--- src/rtl/channel_frame_builder.sv ---
// channel_frame_builder: packs CHANNELS consecutive serial samples into one parallel frame
// Ports:
//   clk, rst_n                 clock, asynchronous active-low reset
//   in_valid/in_ready, in_data serial sample handshake and value
//   in_first                   channel-0 marker, honoured only with FRAME_SYNC_EN
//   frame_valid/frame_ready    frame handshake
//   frame_data                 element i holds channel i
//   fill_idx                   slot the next accepted sample fills
//   sync_err                   one-cycle resync pulse (FRAME_SYNC_EN), else 0
// Optional feature: define FRAME_SYNC_EN to resynchronise on in_first.
module channel_frame_builder #(
  parameter int CHANNELS = 8,
  parameter int BITS_PER_CHANNEL = 8
) (
  input  logic                                      clk,
  input  logic                                      rst_n,
  input  logic                                      in_valid,
  input  logic [BITS_PER_CHANNEL-1:0]               in_data,
  input  logic                                      in_first,
  output logic                                      in_ready,
  output logic                                      frame_valid,
  input  logic                                      frame_ready,
  output logic [CHANNELS-1:0][BITS_PER_CHANNEL-1:0] frame_data,
  output logic [$clog2(CHANNELS)-1:0]               fill_idx,
  output logic                                      sync_err
);
  localparam int IW = $clog2(CHANNELS);
  typedef enum logic {FILL, HOLD} state_t;
  state_t state_q, state_d;
  logic [IW-1:0] idx_q, idx_d;
  logic [CHANNELS-1:0][BITS_PER_CHANNEL-1:0] fill_q, fill_d, frame_q, frame_d;
  logic fvalid_q, fvalid_d;
  logic acc, slot_free, resync;
  assign in_ready = state_q == FILL;
  assign acc = in_valid && in_ready;
  assign slot_free = !fvalid_q || frame_ready;
  assign frame_valid = fvalid_q;
  assign frame_data = frame_q;
  assign fill_idx = idx_q;
`ifdef FRAME_SYNC_EN
  logic serr_q;
  assign resync = acc && in_first && idx_q != '0;
  assign sync_err = serr_q;
  always_ff @(posedge clk or negedge rst_n)
    if (!rst_n) serr_q <= 1'b0;
    else serr_q <= resync;
`else
  assign resync = 1'b0;
  // in_first is folded in only so the port counts as read; the result is 0.
  assign sync_err = 1'b0 & in_first;
`endif
  always_comb begin
    state_d = state_q;
    idx_d = idx_q;
    fill_d = fill_q;
    frame_d = frame_q;
    fvalid_d = fvalid_q && !frame_ready;
    if (acc) begin
      // A resync restarts the frame: the marked sample becomes channel 0.
      fill_d[resync ? IW'(0) : idx_q] = in_data;
      idx_d = resync ? IW'(1) : idx_q + IW'(1);
      if (!resync && idx_q == IW'(CHANNELS - 1)) begin
        if (slot_free) begin
          frame_d = fill_d;
          fvalid_d = 1'b1;
        end else begin
          state_d = HOLD;
        end
      end
    end
    if (state_q == HOLD && slot_free) begin
      frame_d = fill_q;
      fvalid_d = 1'b1;
      state_d = FILL;
    end
  end
  always_ff @(posedge clk or negedge rst_n)
    if (!rst_n) begin
      state_q <= FILL;
      idx_q <= '0;
      fill_q <= '0;
      frame_q <= '0;
      fvalid_q <= 1'b0;
    end else begin
      state_q <= state_d;
      idx_q <= idx_d;
      fill_q <= fill_d;
      frame_q <= frame_d;
      fvalid_q <= fvalid_d;
    end
endmodule

--- config.mk ---
export PLATFORM = sky130hd
export DESIGN_NAME = channel_frame_builder
export DESIGN_NICKNAME = d
export VERILOG_FILES = /design/src/rtl/channel_frame_builder.sv
export SDC_FILE = /design/constraint.sdc
export NUM_CORES = 1
export LEC_CHECK = 0
export ABC_AREA = 1
export BUFFER_PORTS_ARGS = -buffer_cell sky130_fd_sc_hd__clkbuf_2
export CELL_PAD_IN_SITES_DETAIL_PLACEMENT = 1
export CELL_PAD_IN_SITES_GLOBAL_PLACEMENT = 1
export CORE_UTILIZATION = 43
export CTS_CLUSTER_SIZE = 30
export DETAILED_ROUTE_END_ITERATION = 12
export PLACE_DENSITY_LB_ADDON = 0.1
export SLEW_MARGIN = 25
export SYNTH_ARGS = -nofsm -noshare
export SYNTH_HDL_FRONTEND = slang
export SYNTH_SLANG_ARGS = --single-unit
--- constraint.sdc ---
create_clock -name clk -period 1.9 [get_ports clk]
set_input_delay 0.38 -clock clk [delete_from_list [all_inputs] [get_ports clk]]
set_output_delay 0.38 -clock clk [all_outputs]
set_load 0.03 [all_outputs]
* Yosys cells after proc, flatten, opt, wreduce, memory -nomap -nowiden
Cells that the tools add are included.
** Cells by class
- Muxes and demuxes :: 15
- $add $sub $neg :: 1
- Equal/unequal tests :: 2
- Bitwise gates (word level) :: 1
- Order comparisons :: 2
- Reduce and logical (&&, ||, !) cells :: 12
** Operators with widths (count)
- 64-bit two-way mux :: 4
- 64-bit bitwise mux :: 1
- 8-bit demux with 3-bit select :: 1
- 1-bit two-way mux :: 8
- 8-bit two-way mux :: 1
- 3-bit AND reduction :: 2
- 2-bit nonzero test :: 3
- 1-bit logical AND :: 4
- 3-bit by 4-bit less-than comparator with 1-bit output (second input constant) :: 1
- 3-bit by 1-bit adder with 3-bit output (second input constant) :: 1
- 3-bit equality test (second input constant) :: 1
- 3-bit by 1-bit greater-or-equal comparator with 1-bit output (second input constant) :: 1
- 1-bit zero test :: 2
- 2-bit by 1-bit != test with 1-bit output (second input constant) :: 1
- 1-bit logical OR :: 1
- 1-bit inverter :: 1
** Storage, ports and cells
- Bits in registers :: 133
- Logic and storage cells :: 52
- Output and inout port bits :: 70
- Bits of input ports :: 13

* Logic depth before layout (Yosys ltp)
- Depth in word-level cells :: 9
- Gate-level depth with buffers :: 10
- Mapped depth without buffers :: 8

* Worst setup path after synthesis
Ideal clock, no wire load.
- Kind :: register to register
- Start point :: register idx_q[0] (netlist: fill_idx[0])
- End point :: register frame_q, in the netlist frame_data[0]
- Data required time :: 1.835 ns
- Setup time :: 0.065 ns
- Clock period less this slack :: 1.626 ns
- Arrival time :: 1.561 ns
- Path slack :: 0.274 ns
- Cell stages (with the launch flop) :: 10
- Cell sequence :: dfrtp_1 ha_1 ha_1 nand2_1 nand2_1 nand2_1 buf_2 buf_2 nand2_1 nand2_1
** Between the ends
- Cells in the longest elaborated chain, start to end :: 9
- Elaborated cells on any way between the ends :: 13
- Those cells by class :: order compare (2); eq/ne (1); mux (7); reduce/logical (3)
** RTL lines
- start: declaration :: line 30 : logic [IW-1:0] idx_q, idx_d;
- start signal: assignment :: line 86 : idx_q <= idx_d;
- 3-bit by 4-bit less-than comparator with 1-bit output (not written as such) or 3-bit by 1-bit greater-or-equal comparator with 1-bit output (tied branches) :: line 60 : fill_d[resync ? IW'(0) : idx_q] = in_data;
- 1-bit logical AND (not written as such) :: line 60
- 8-bit two-way mux :: line 60
- 8-bit demux with 3-bit select :: line 60
- 64-bit bitwise mux :: line 60
- 64-bit two-way mux :: line 63 : if (slot_free) begin
- 64-bit two-way mux :: line 62 : if (!resync && idx_q == IW'(CHANNELS - 1)) begin
- 64-bit two-way mux :: line 58 : if (acc) begin
- 64-bit two-way mux :: line 71 : if (state_q == HOLD && slot_free) begin
- end signal: assignment :: line 88 : frame_q <= frame_d;
- end: declaration :: line 31 : logic [CHANNELS-1:0][BITS_PER_CHANNEL-1:0] fill_q, fill_d, frame_q, frame_d;
Parallel ways exist; a longest one is shown, timed or not. The select of a mux whose other input is x is not followed.
A chain may end at the register's enable or synchronous reset.

* Final worst setup path
- Start point :: register idx_q[1] (netlist: fill_idx[1])
- End point :: output fill_idx[1]
** RTL lines
- end: declaration :: line 24 : output logic [$clog2(CHANNELS)-1:0] fill_idx,
No word-level cell between the ends.

==> results.json <==
{
  "top_layer": "met4",
  "synth_area_leaders": "dfrtp_1 50%, nand2_1 18%, nor2_1 9.7%",
  "clock_skew_ns": 0.005386,
  "syn_avg_cell_area_um2": 7.438,
  "required_ns": 1.52,
  "path_cells": "buf_6, buf_6, clkbuf_4",
  "cpMaxStageDelayCell": "dfrtp_1",
  "slew_headroom": 0.6037,
  "grt_use_total": 0.2715,
  "met2_length_um": 10000,
  "synth_cell_type_count": 22,
  "cellLeakagePower_nw": 4.221,
  "max_stage_delay_ns": 0.36,
  "die_w_um": 126.9,
  "wl_met3_um": 860,
  "drt_wl_total_um": 20510,
  "place_congestion": 0.7466,
  "nets": 976,
  "synth_edf_count": 0,
  "synth-seq-cells": 133,
  "seqPwrFrac": 0.341,
  "synthMuxAreaShare": 0,
  "synth_fa_ha_area_frac": 0.003730,
  "reg2reg_depth": 7,
  "grt_start_max_net_pins": 90,
  "synth_ff_type": "dfrtp_1",
  "cts_max_path_buffers": 2,
  "synthXorXnorAreaFrac": 0.001305,
  "critPathBufInv": 3,
  "vias": 6471,
  "synth_compound_area_frac": 0.04924,
  "cellPowerDensity_nw_per_um2": 1897,
  "switching_power_w": 0.006692,
  "hpwl_um": 13000,
  "grt_first_pass_wirelength_um": 34270,
  "avgViaCountPerCell": 5.578,
  "root_buffer": "clkbuf_16",
  "cp-startpoint": "fill_idx[1]$_DFFE_PN0P_",
  "cts_buffers": 17,
  "status": "finished, violations left",
  "syn_inst": 902,
  "drtIter0Drc": 485,
  "finalCriticalPeriod_ns": 1.829,
  "drc": 0,
  "final_cell_mix": "324 x nand2_1, 173 x nor2_1, 133 x dfrtp_1",
  "total_power_w": 0.01494,
  "clock.fmax_ghz": 0.5467,
  "antenna_found_initial": 0,
  "final.period_utilization": 0.9626,
  "wl_per_cell_um": 17.68,
  "hold_class": "in -> async",
  "synth_area_um2": 6709,
  "boundaryPins": 83,
  "worstSkewPairLatency_ns": 0.42,
  "maxCapViolations": 0,
  "cts_sinks": 133,
  "num_rows": 45,
  "drive_gt1_frac": 0.1461,
  "drtPass1Iterations": 5,
  "timing.rr.end": "fill_q[23]$_DFFE_PN0P_",
  "worstPathArrival_ns": 1.45,
  "cts_max_level": 4,
  "synth_top_area_cell": "dfrtp_1",
  "critPathKind": "reg -> out",
  "die_area_um2": 16110,
  "cts_tree": "built",
  "synth_top_area_frac": 0.4961,
  "syn_nets": 917,
  "die_h_um": 126.9,
  "intPower_w": 0.008243,
  "power_frac_comb": 0.442,
  "synthToLayoutAreaGrowth_pct": 17.38,
  "path_max_fanout": 21,
  "wl_met1_um": 9265,
  "final_common_cell": "nand2_1",
  "synthSimpleGateAreaFrac": 0.3907,
  "r2r-start": "fill_idx[0]$_DFFE_PN0P_",
  "p_clk_frac": 0.217,
  "core-area_um2": 15200,
  "timing.hold.ws_ns": -0.006715,
  "critPathTopFamily": "buffers and inverters",
  "endpoint": "fill_idx[1]",
  "ctsHoldBuffers": 0,
  "overflow": 0,
  "insertedDiodeCount": 0,
  "io_buffer_count": 80,
  "synth_top_family_by_area": "simple AND/OR/NAND/NOR gates",
  "worstSetupStartpointType": "flop",
  "final-hold-violation-count": 1,
  "slew_viol_final": 0,
  "ant_nets": 0,
  "sw_frac_of_total": 0.4481,
  "initial_utilization": 0.4413,
  "fin_tns_setup_ns": 0,
  "violations": "hold timing",
  "finalSetupViolCount": 0,
  "seq_area_frac_synth": 0.4961,
  "grt_pass1_vias": 6767,
  "rsz0062_at_grt": "no",
  "ys_async_sr_fraction": 1.000,
  "end_kind": "primary output",
  "path_depth": 3,
  "peakVddDrop_uv": 873.8,
  "rrSetupSlack_ns": 0.11,
  "clkTransAtPathRegs_ns": 0.06,
  "worstMarginPinSlew_ns": 0.5945,
  "path_common_cell": "buf_6",
  "yosys_warnings": 0
}
[flip-flops by register name, summed over array words and instances (netlist names)]
| name | count |
|---|---|
| fill_q | 64 |
| frame_data | 64 |
| fill_idx | 3 |
| frame_valid | 1 |
| state_q | 1 |
[final cells by class]
class,count,area [um2]
fillers,1914,7327
flip-flops and latches,133,3328
multi-input cells,693,3014
repair buffers,107,694.4
clock buffers,26,499.2
well taps,188,235.2
clock inverters,4,70.07
inverters,9,33.78
[stage by stage]
| step | utilization | setup WS, ns | cell area [um2] | std cells | hold slack, ns |
|---|---|---|---|---|---|
| final | 0.5180 | 0.07097 | 7875 | 1160 | -0.006715 |
| after global routing | 0.5180 | 0.002085 | 7875 | 1160 | 0.03550 |
| after CTS | 0.5166 | 0.02461 | 7854 | 1160 | 0.02986 |
| after detailed placement | 0.4787 | 0.1257 | 7277 | 1130 | 0.4642 |
| after global placement | 0.4787 | 0.1750 | 7277 | 1130 | 0.4625 |
| after floorplan | - | 0.2743 | 6709 | 902 | 0.08441 |
[cell usage after synthesis (2+ instances only)]
library cell	number
ha_1	2
buf_6	8
buf_1	2
nand3_1	86
nand2_1	326
nand4_1	48
clkbuf_1	22
dfrtp_1	133
a31oi_1	48
buf_2	27
clkbuf_2	7
clkinv_1	2
inv_2	3
nor2_1	173
o21ai_0	4
a21oi_1	2
inv_1	4
[worst reg2reg max path, stage by stage (launching register included)]
cell,delay (ns)
dfrtp_1,0.42
buf_12,0.20
inv_2,0.27
nand3_1,0.36
nand2_1,0.19
nand2_1,0.07
nand2_1,0.06
o21ai_0,0.09
[worst min path at each step]
stage | from | end | slack, ns | cells after the start
3_5_place_dp | frame_data[59]$_DFFE_PN0P_ | frame_data[59]$_DFFE_PN0P_ | 0.46 | 2
3_3_place_gp | frame_data[3]$_DFFE_PN0P_ | frame_data[3]$_DFFE_PN0P_ | 0.46 | 2
5_1_grt | rst_n | frame_data[62]$_DFFE_PN0P_ | 0.04 | 2
6_report | rst_n | frame_data[62]$_DFFE_PN0P_ | -0.007 | 2
2_1_floorplan | rst_n | fill_idx[0]$_DFFE_PN0P_ | 0.08 | 0
4_1_cts | rst_n | frame_data[62]$_DFFE_PN0P_ | 0.03 | 2
[logic make-up (layout without fill, tap and decap cells)]
kind of cell	after synthesis	count (layout)
XOR/XNOR	1	1
adder cells (fa/ha/maj)	2	2
buffers and inverters	76	146
flip-flops	133	133
other	1	1
AND/OR/NAND/NOR	635	635
AO/OA/AOI/OAI	54	54
[power by group through the flow]
stage | logic [W] | registers (W) | clock network [W]
after global routing | 0.00735 | 0.00527 | 0.00340
after CTS | 0.00662 | 0.00509 | 0.00328
after global placement | 0.00628 | 0.00499 | 0
after detailed placement | 0.00656 | 0.00512 | 0
final | 0.00660 | 0.00509 | 0.00324
after floorplan | 0.00326 | 0.00639 | 0
[metal layers]
| metal | vias to the layer above | global-route usage |
|---|---|---|
| met5 | - | 0 |
| met4 | 0 | 0.1015 |
| met3 | 34 | 0.05019 |
| met2 | 138 | 0.4473 |
| met1 | 3234 | 0.3566 |
| li1 | 3065 | - |
[timing repair]
item / CTS / global route
resized for setup: 2 / 6
endpoints found under the setup margin: 1 / 7
pin swaps: 0 / 0
hold endpoints to repair: 0 / 0
buffers inserted: 0 / 0
Power figures use the tool's default switching activity.
